<file path="src/rtl/switch4_sched_pkg.sv">
// Shared types and constants for the 4-port burst scheduler.
// A mode m routes input i to output i XOR m.
package switch4_sched_pkg;
  localparam int NPORTS = 4;

  typedef enum logic {IDLE, BURST} state_t;
  typedef logic [1:0] mode_t;

  // Mode under which input 'port' reaches output 'dest'.
  function automatic mode_t mode_for(input logic [1:0] dest, input int port);
    return dest ^ mode_t'(port);
  endfunction
endpackage

</file>
<file path="src/rtl/switch4_sched_if.sv">
// Request/grant bundle between the requesting input ports and the scheduler.
// master = requesters, slave = scheduler.
interface switch4_sched_if;
  import switch4_sched_pkg::*;

  logic [NPORTS-1:0]   req_valid;
  logic [2*NPORTS-1:0] req_dest;
  logic [4*NPORTS-1:0] req_len;
  logic                sel0;
  logic                sel1;
  logic [NPORTS-1:0]   grant;
  logic [NPORTS-1:0]   active;
  logic                busy;

  modport master (
    output req_valid, req_dest, req_len,
    input  sel0, sel1, grant, active, busy
  );

  modport slave (
    input  req_valid, req_dest, req_len,
    output sel0, sel1, grant, active, busy
  );
endinterface

</file>
<file path="src/rtl/switch4_sched_mode_scorer.sv">
// Combinational mode picker: satisfiable count per mode, round-robin tie break,
// and a starvation override that forces the mode of the lowest starved port.
module mode_scorer
  import switch4_sched_pkg::*;
(
  input  logic [NPORTS-1:0]   req_valid,
  input  logic [2*NPORTS-1:0] req_dest,
  input  mode_t               rr_ptr,
  input  logic [NPORTS-1:0]   starve,
  output mode_t               pick,
  output logic [NPORTS-1:0]   mask
);
  logic [NPORTS-1:0] sat [NPORTS];
  logic [2:0]        cnt [NPORTS];
  mode_t             best;
  mode_t             cand;
  mode_t             forced_mode;
  logic              forced;

  always_comb begin
    for (int m = 0; m < NPORTS; m++) begin
      cnt[m] = '0;
      for (int i = 0; i < NPORTS; i++) begin
        sat[m][i] = req_valid[i] && (mode_for(req_dest[2*i +: 2], i) == mode_t'(m));
        cnt[m]    = cnt[m] + {2'b00, sat[m][i]};
      end
    end

    // Strict '>' keeps the earliest mode in search order on ties.
    best = rr_ptr;
    cand = rr_ptr;
    for (int k = 1; k < NPORTS; k++) begin
      cand = rr_ptr + mode_t'(k);
      if (cnt[cand] > cnt[best]) best = cand;
    end

    forced      = 1'b0;
    forced_mode = '0;
    for (int i = NPORTS - 1; i >= 0; i--) begin
      if (starve[i]) begin
        forced      = 1'b1;
        forced_mode = mode_for(req_dest[2*i +: 2], i);
      end
    end

    pick = forced ? forced_mode : best;
    mask = sat[pick];
  end
endmodule

</file>
<file path="src/rtl/switch4_sched.sv">
// Burst scheduler for a 4x4 XOR-routed switch: picks a mode in IDLE, holds it
// for the longest granted burst, then returns to IDLE for at least one cycle.
module switch4_sched
  import switch4_sched_pkg::*;
#(
  parameter int MAX_WAIT = 8
) (
  input  logic           clk,
  input  logic           reset,
  switch4_sched_if.slave io
);
  localparam logic [3:0] WAIT_MAX = 4'(MAX_WAIT);

  state_t            state;
  mode_t             rr_ptr;
  mode_t             pick;
  logic [3:0]        beats;
  logic [3:0]        wait_cnt [NPORTS];
  logic [NPORTS-1:0] starve;
  logic [NPORTS-1:0] mask;
  logic [NPORTS-1:0] grant_q;
  logic [NPORTS-1:0] active_q;
  logic              sel0_q;
  logic              sel1_q;
  logic              busy_q;
  logic [3:0]        max_len;

  always_comb begin
    max_len = '0;
    for (int i = 0; i < NPORTS; i++) begin
      starve[i] = io.req_valid[i] && (wait_cnt[i] == WAIT_MAX);
      if (mask[i] && (io.req_len[4*i +: 4] > max_len)) max_len = io.req_len[4*i +: 4];
    end
  end

  mode_scorer u_scorer (
    .req_valid (io.req_valid),
    .req_dest  (io.req_dest),
    .rr_ptr    (rr_ptr),
    .starve    (starve),
    .pick      (pick),
    .mask      (mask)
  );

  always_ff @(posedge clk) begin
    if (reset) begin
      state    <= IDLE;
      rr_ptr   <= '0;
      beats    <= '0;
      grant_q  <= '0;
      active_q <= '0;
      sel0_q   <= 1'b0;
      sel1_q   <= 1'b0;
      busy_q   <= 1'b0;
      for (int i = 0; i < NPORTS; i++) wait_cnt[i] <= '0;
    end else begin
      grant_q <= '0;
      case (state)
        IDLE: begin
          if (|io.req_valid) begin
            sel0_q   <= pick[1];
            sel1_q   <= pick[0];
            grant_q  <= mask;
            active_q <= mask;
            busy_q   <= 1'b1;
            beats    <= max_len;
            rr_ptr   <= pick + 2'd1;
            state    <= BURST;
          end
        end
        BURST: begin
          if (beats == '0) begin
            active_q <= '0;
            busy_q   <= 1'b0;
            state    <= IDLE;
          end else begin
            beats <= beats - 4'd1;
          end
        end
        default: state <= IDLE;
      endcase

      // Waits only age during an IDLE arbitration; they hold through bursts.
      for (int i = 0; i < NPORTS; i++) begin
        if (!io.req_valid[i]) begin
          wait_cnt[i] <= '0;
        end else if (state == IDLE) begin
          if (mask[i])                     wait_cnt[i] <= '0;
          else if (wait_cnt[i] != WAIT_MAX) wait_cnt[i] <= wait_cnt[i] + 4'd1;
        end
      end
    end
  end

  assign io.sel0   = sel0_q;
  assign io.sel1   = sel1_q;
  assign io.grant  = grant_q;
  assign io.active = active_q;
  assign io.busy   = busy_q;
endmodule

</file>
<file path="src/flat_wrapper.sv">
// flat-port wrapper written by rule: the top's interface ports become plain ports
module switch4_sched_flat import switch4_sched_pkg::*;
#(
  parameter int MAX_WAIT = 8
)
  (clk, reset, io_req_valid, io_req_dest, io_req_len, io_sel0, io_sel1, io_grant, io_active, io_busy);
  switch4_sched_if io_i ();
  input  logic clk;
  input  logic reset;
  input wire logic [$bits(io_i.req_valid)-1:0] io_req_valid;
  input wire logic [$bits(io_i.req_dest)-1:0] io_req_dest;
  input wire logic [$bits(io_i.req_len)-1:0] io_req_len;
  output wire logic [$bits(io_i.sel0)-1:0] io_sel0;
  output wire logic [$bits(io_i.sel1)-1:0] io_sel1;
  output wire logic [$bits(io_i.grant)-1:0] io_grant;
  output wire logic [$bits(io_i.active)-1:0] io_active;
  output wire logic [$bits(io_i.busy)-1:0] io_busy;
  assign io_i.req_valid = io_req_valid;
  assign io_i.req_dest = io_req_dest;
  assign io_i.req_len = io_req_len;
  assign io_sel0 = io_i.sel0;
  assign io_sel1 = io_i.sel1;
  assign io_grant = io_i.grant;
  assign io_active = io_i.active;
  assign io_busy = io_i.busy;
  switch4_sched #(.MAX_WAIT(MAX_WAIT)) u_core (.clk(clk), .reset(reset), .io(io_i));
endmodule
</file>
<file path="config.mk">
export PLATFORM = sky130hd
export DESIGN_NAME = switch4_sched_flat
export DESIGN_NICKNAME = d
export VERILOG_FILES = /design/src/rtl/switch4_sched_pkg.sv /design/src/rtl/switch4_sched_if.sv /design/src/rtl/switch4_sched_mode_scorer.sv /design/src/rtl/switch4_sched.sv /design/src/flat_wrapper.sv
export SDC_FILE = /design/constraint.sdc
export NUM_CORES = 1
export LEC_CHECK = 0
export ABC_AREA = 1
export ABC_CLOCK_PERIOD_IN_PS = 14700
export BUFFER_PORTS_ARGS = -buffer_cell sky130_fd_sc_hd__buf_2
export CAP_MARGIN = 25
export CORE_MARGIN = 2
export CORE_UTILIZATION = 56
export DETAILED_ROUTE_END_ITERATION = 10
export PLACE_DENSITY = 0.75
export SKIP_LAST_GASP = 1
export SYNTH_ARGS = -nofsm -noshare
export SYNTH_HDL_FRONTEND = slang
export SYNTH_SLANG_ARGS = --single-unit
</file>
<file path="constraint.sdc">
create_clock -name clk -period 14.7 [get_ports clk]
set_input_delay 2.94 -clock clk [delete_from_list [all_inputs] [get_ports clk]]
set_output_delay 2.94 -clock clk [all_outputs]
set_load 0.02 [all_outputs]
</file>
==> implementation parameters <==
Parameter                              Value

Cells and area
  Core occupancy in the finished layout    0.631
  Post-layout net count    approximately 660
  Share of cells above drive strength 1    0.151
  Antenna cell count    0
  Non-filler cells in the finished layout    661
  Growth of design area from synthesis to finish    8.77%

Setup path
  Worst path required time    around 15000 ps
  Startpoint-to-endpoint class of the critical path    primary input to flip-flop
  Critical Path AT    13020 ps
  Origin of the critical flop-to-flop path    u_core.rr_ptr[0]
  Startpoint kind of the worst setup timing path    primary input
  Destination of the worst register-to-register timing path    u_core.beats[2]
  Category of the worst setup path capture point    flip-flop
  Slowest stage cell on the critical path    sky130_fd_sc_hd__fa_1
  Worst setup path end    u_core.beats[2]
  Register-to-register setup slack    approximately 5100 ps
  Stage delay of the slowest cell on the critical path    ~530 ps
  Worst-case reg-to-reg path depth    between 70 and 80
  Launch point of the worst path    io_req_valid[1]
  Cell with the most instances on the worst path    sky130_fd_sc_hd__nand2_1
  Critical path peak fanout    11

Global route
  Wire length of the first global-routing pass    14600 um
  Total GRT Usage    0.245
  Via count of the first global-routing pass    between 3000 and 4000
  Global-route congestion overflow total    0
  Pin count of the biggest net entering global routing    27
  Number of antenna violations at the first check in global routing    0

Clock tree
  Quantity of hold-fixing buffers added after cts    0
  Worst skew pair latency    approximately 280 ps
  Number of sinks on the clock net    34
  Number of setup buffers added after CTS    0
  Number of clock buffers inserted by TritonCTS    5
  Clock tree from TritonCTS    yes
  Clock Root Buffer    sky130_fd_sc_hd__clkbuf_8
  H-tree Lvls    2
  CTS Buffer Depth    2
  Clock edge transition at the registers on the reported setup and hold paths    70 ps
  Number of gates given a new drive strength after cts    0

Detailed routing
  Post-detailed-route count of antenna-violating nets    0
  Wire length after detailed routing    between 8000 and 9000 um
  Wirelength per Cell    about 13 um
  Remaining DRCs    0
  Detail-routed via count per cell    5.40
  Total via count after detailed routing    roughly 3600
  1st-pass router iterations    5
  Iteration-0 DRC Markers    roughly 180

Synthesis
  Synth Cell Area    between 0.003 and 0.004 mm^2
  Post-Synthesis Cells    around 550
  Fraction of the yosys area taken by sequential cells    0.228
  Main area contributors after synthesis    sky130_fd_sc_hd__ha_1, sky130_fd_sc_hd__edfxtp_1, sky130_fd_sc_hd__nand2_1
  Post-Synthesis Net Count    620
  Avg Synthesized Cell Area    6.75 um^2
  Largest area contributor in the netlist    sky130_fd_sc_hd__ha_1
  Count of unique library cells instantiated by Yosys    42
  Yosys Warn Count    0
  Area share of the largest cell type after synthesis    0.139
  Flip-flop and latch count after synthesis    34

Floorplanning
  Top-Level Pins    approximately 40
  Horizontal extent of the die    between 80 and 90 um
  Standard-cell rows    29
  Area of the die    0.00724 mm^2
  Effective utilization at floorplan    0.580
  Vertical extent of the die    85.1 um
  Core area    roughly 0.0063 mm^2

STA
  Final clock skew    between 8 and 9 ps
  Final count of hold timing violations    0
  RSZ-0062 raised after global routing    no
  Fin. max-slew vios    0
  WHS    roughly 460 ps
  Total Neg Setup Slack    0 ps
  Final number of setup-violating endpoints    0
  Max-Slew Margin vs Limit    0.376
  Pin slew with the least headroom to its limit    roughly 930 ps
  Period Utilization, post-route    0.875
  Period minus WS final    roughly 13000 ps
  Highest attainable clock frequency    77.7 MHz

Outcome
  Run status    finished, final reports clean

Place
  DP Wirelength    slightly above 7000 um
  Placer Congestion    ~0.99
  I/O Buffers    40
  Total placed cells including tap cells    653

Worst hold path
  Class of the tightest hold or removal check    flip-flop to flip-flop

Flow run
  Max Cap Violations    0
[state kept, by name, summed over array words and instances (netlist names), 2 cells and up]
| register | count |
|---|---|
| u_core.beats | 4 |
| u_core.io.active | 4 |
| u_core.io.grant | 4 |
| u_core.rr_ptr | 2 |
| u_core.wait_cnt | 16 |
[placed cells by master (no fill, tap or decap), types with 2 or more instances in the layout]
| master | synthesis | final |
|---|---|---|
| sky130_fd_sc_hd__inv_2 | 9 | 9 |
| sky130_fd_sc_hd__clkbuf_1 | 5 | 2 |
| sky130_fd_sc_hd__inv_1 | 79 | 79 |
| sky130_fd_sc_hd__o21ai_0 | 38 | 38 |
| sky130_fd_sc_hd__nand3_1 | 50 | 50 |
| sky130_fd_sc_hd__clkbuf_8 | 0 | 5 |
| sky130_fd_sc_hd__xor2_1 | 5 | 5 |
| sky130_fd_sc_hd__nand3_2 | 7 | 7 |
| sky130_fd_sc_hd__o22ai_1 | 2 | 2 |
| sky130_fd_sc_hd__o211ai_1 | 2 | 2 |
| sky130_fd_sc_hd__nor3b_1 | 2 | 2 |
| sky130_fd_sc_hd__fa_1 | 4 | 4 |
| sky130_fd_sc_hd__nand2_2 | 13 | 13 |
| sky130_fd_sc_hd__ha_1 | 41 | 41 |
| sky130_fd_sc_hd__clkinv_1 | 2 | 3 |
| sky130_fd_sc_hd__xnor2_1 | 5 | 5 |
| sky130_fd_sc_hd__dfxtp_1 | 18 | 18 |
| sky130_fd_sc_hd__o21ai_1 | 6 | 6 |
| sky130_fd_sc_hd__buf_2 | 1 | 40 |
| sky130_fd_sc_hd__a21oi_1 | 27 | 27 |
| sky130_fd_sc_hd__and2_1 | 2 | 2 |
| sky130_fd_sc_hd__nor2_4 | 2 | 2 |
| sky130_fd_sc_hd__a31oi_1 | 2 | 2 |
| sky130_fd_sc_hd__nor3_1 | 14 | 14 |
| sky130_fd_sc_hd__nand2_1 | 121 | 121 |
| sky130_fd_sc_hd__nand2_4 | 6 | 6 |
| sky130_fd_sc_hd__nand4_1 | 4 | 4 |
| sky130_fd_sc_hd__nor2_1 | 47 | 47 |
| sky130_fd_sc_hd__edfxtp_1 | 16 | 16 |
[metrics by stage]
step                      setup WS, ps  cell area [um^2]
after detailed placement          1650              3920
after floorplan                   3000              3680
final                             1840              4000
after CTS                         1900              4000
after global placement            1910              3920
after global routing               646              4000
[critical path, delay by kind of cell]
kind                       cells  cell delay [ps]
and+or+nand+nor               37             3850
adders and majority gates      9             2880
buffers and inverters         16             1280
AOI/OAI and AO/OA             15             2070
[layer usage]
| layer | vias up | wire [um] | track usage |
|---|---|---|---|
| met5 | - | 0 | 0 |
| met4 | 0 | 154 | 0.0620 |
| met3 | 17 | 510 | 0.0195 |
| met2 | 110 | 4020 | 0.413 |
| met1 | 1593 | 3830 | 0.340 |
| li1 | 1851 | - | - |
[synthesized netlist by cell type, drive strengths merged]
| cell type | instances |
|---|---|
| a221oi | 1 |
| a31oi | 2 |
| o211ai | 2 |
| nor3b | 2 |
| nor3 | 15 |
| nand3 | 58 |
| dfxtp | 18 |
| o22ai | 2 |
| nor2 | 49 |
| buf | 4 |
| o21a | 1 |
| nand4 | 4 |
| nand2 | 140 |
| inv | 88 |
| or2 | 1 |
| clkinv | 3 |
| a21oi | 28 |
| clkbuf | 5 |
| o21bai | 1 |
| o41ai | 1 |
| fa | 4 |
| edfxtp | 16 |
| o21ai | 44 |
| and2 | 2 |
| xnor2 | 5 |
| ha | 41 |
| xor2 | 6 |
| nor4 | 1 |
| a211oi | 1 |
[layout make-up]
class,count,area [um^2]
Fill cell,624,2350
Clock inverter,1,3.75
Clock buffer,7,76.3
Timing Repair Buffer,40,200
Inverter,91,343
Tap cell,77,96.3
Multi-Input combinational cell,411,2440
Sequential cell,34,841
[cells by family after synthesis]
family	Yosys count	share of synthesized area
AOI/OAI and AO/OA	83	0.121
xor gates and xnor gates	11	0.0313
adders and majority gates	45	0.161
buffers and inverters	100	0.108
DFF	34	0.228
and+or+nand+nor	272	0.351
[how the worst min path moves through the flow]
stage | startpoint | end | slack [ps] | cells past startpoint
after floorplan | u_core.beats[1] | u_core.beats[1] | 470 | 2
after global placement | u_core.io.active[0] | u_core.io.active[0] | 450 | 2
after detailed placement | u_core.io.active[2] | u_core.io.active[2] | 450 | 2
after CTS | u_core.io.active[2] | u_core.io.active[2] | 460 | 2
after global routing | u_core.io.active[1] | u_core.io.active[1] | 490 | 2
final | u_core.io.active[0] | u_core.io.active[0] | 460 | 2
Power is left out: the tool's default activity adds up to more than one toggle a clock period on the data nets, which glitch-free logic cannot reach.
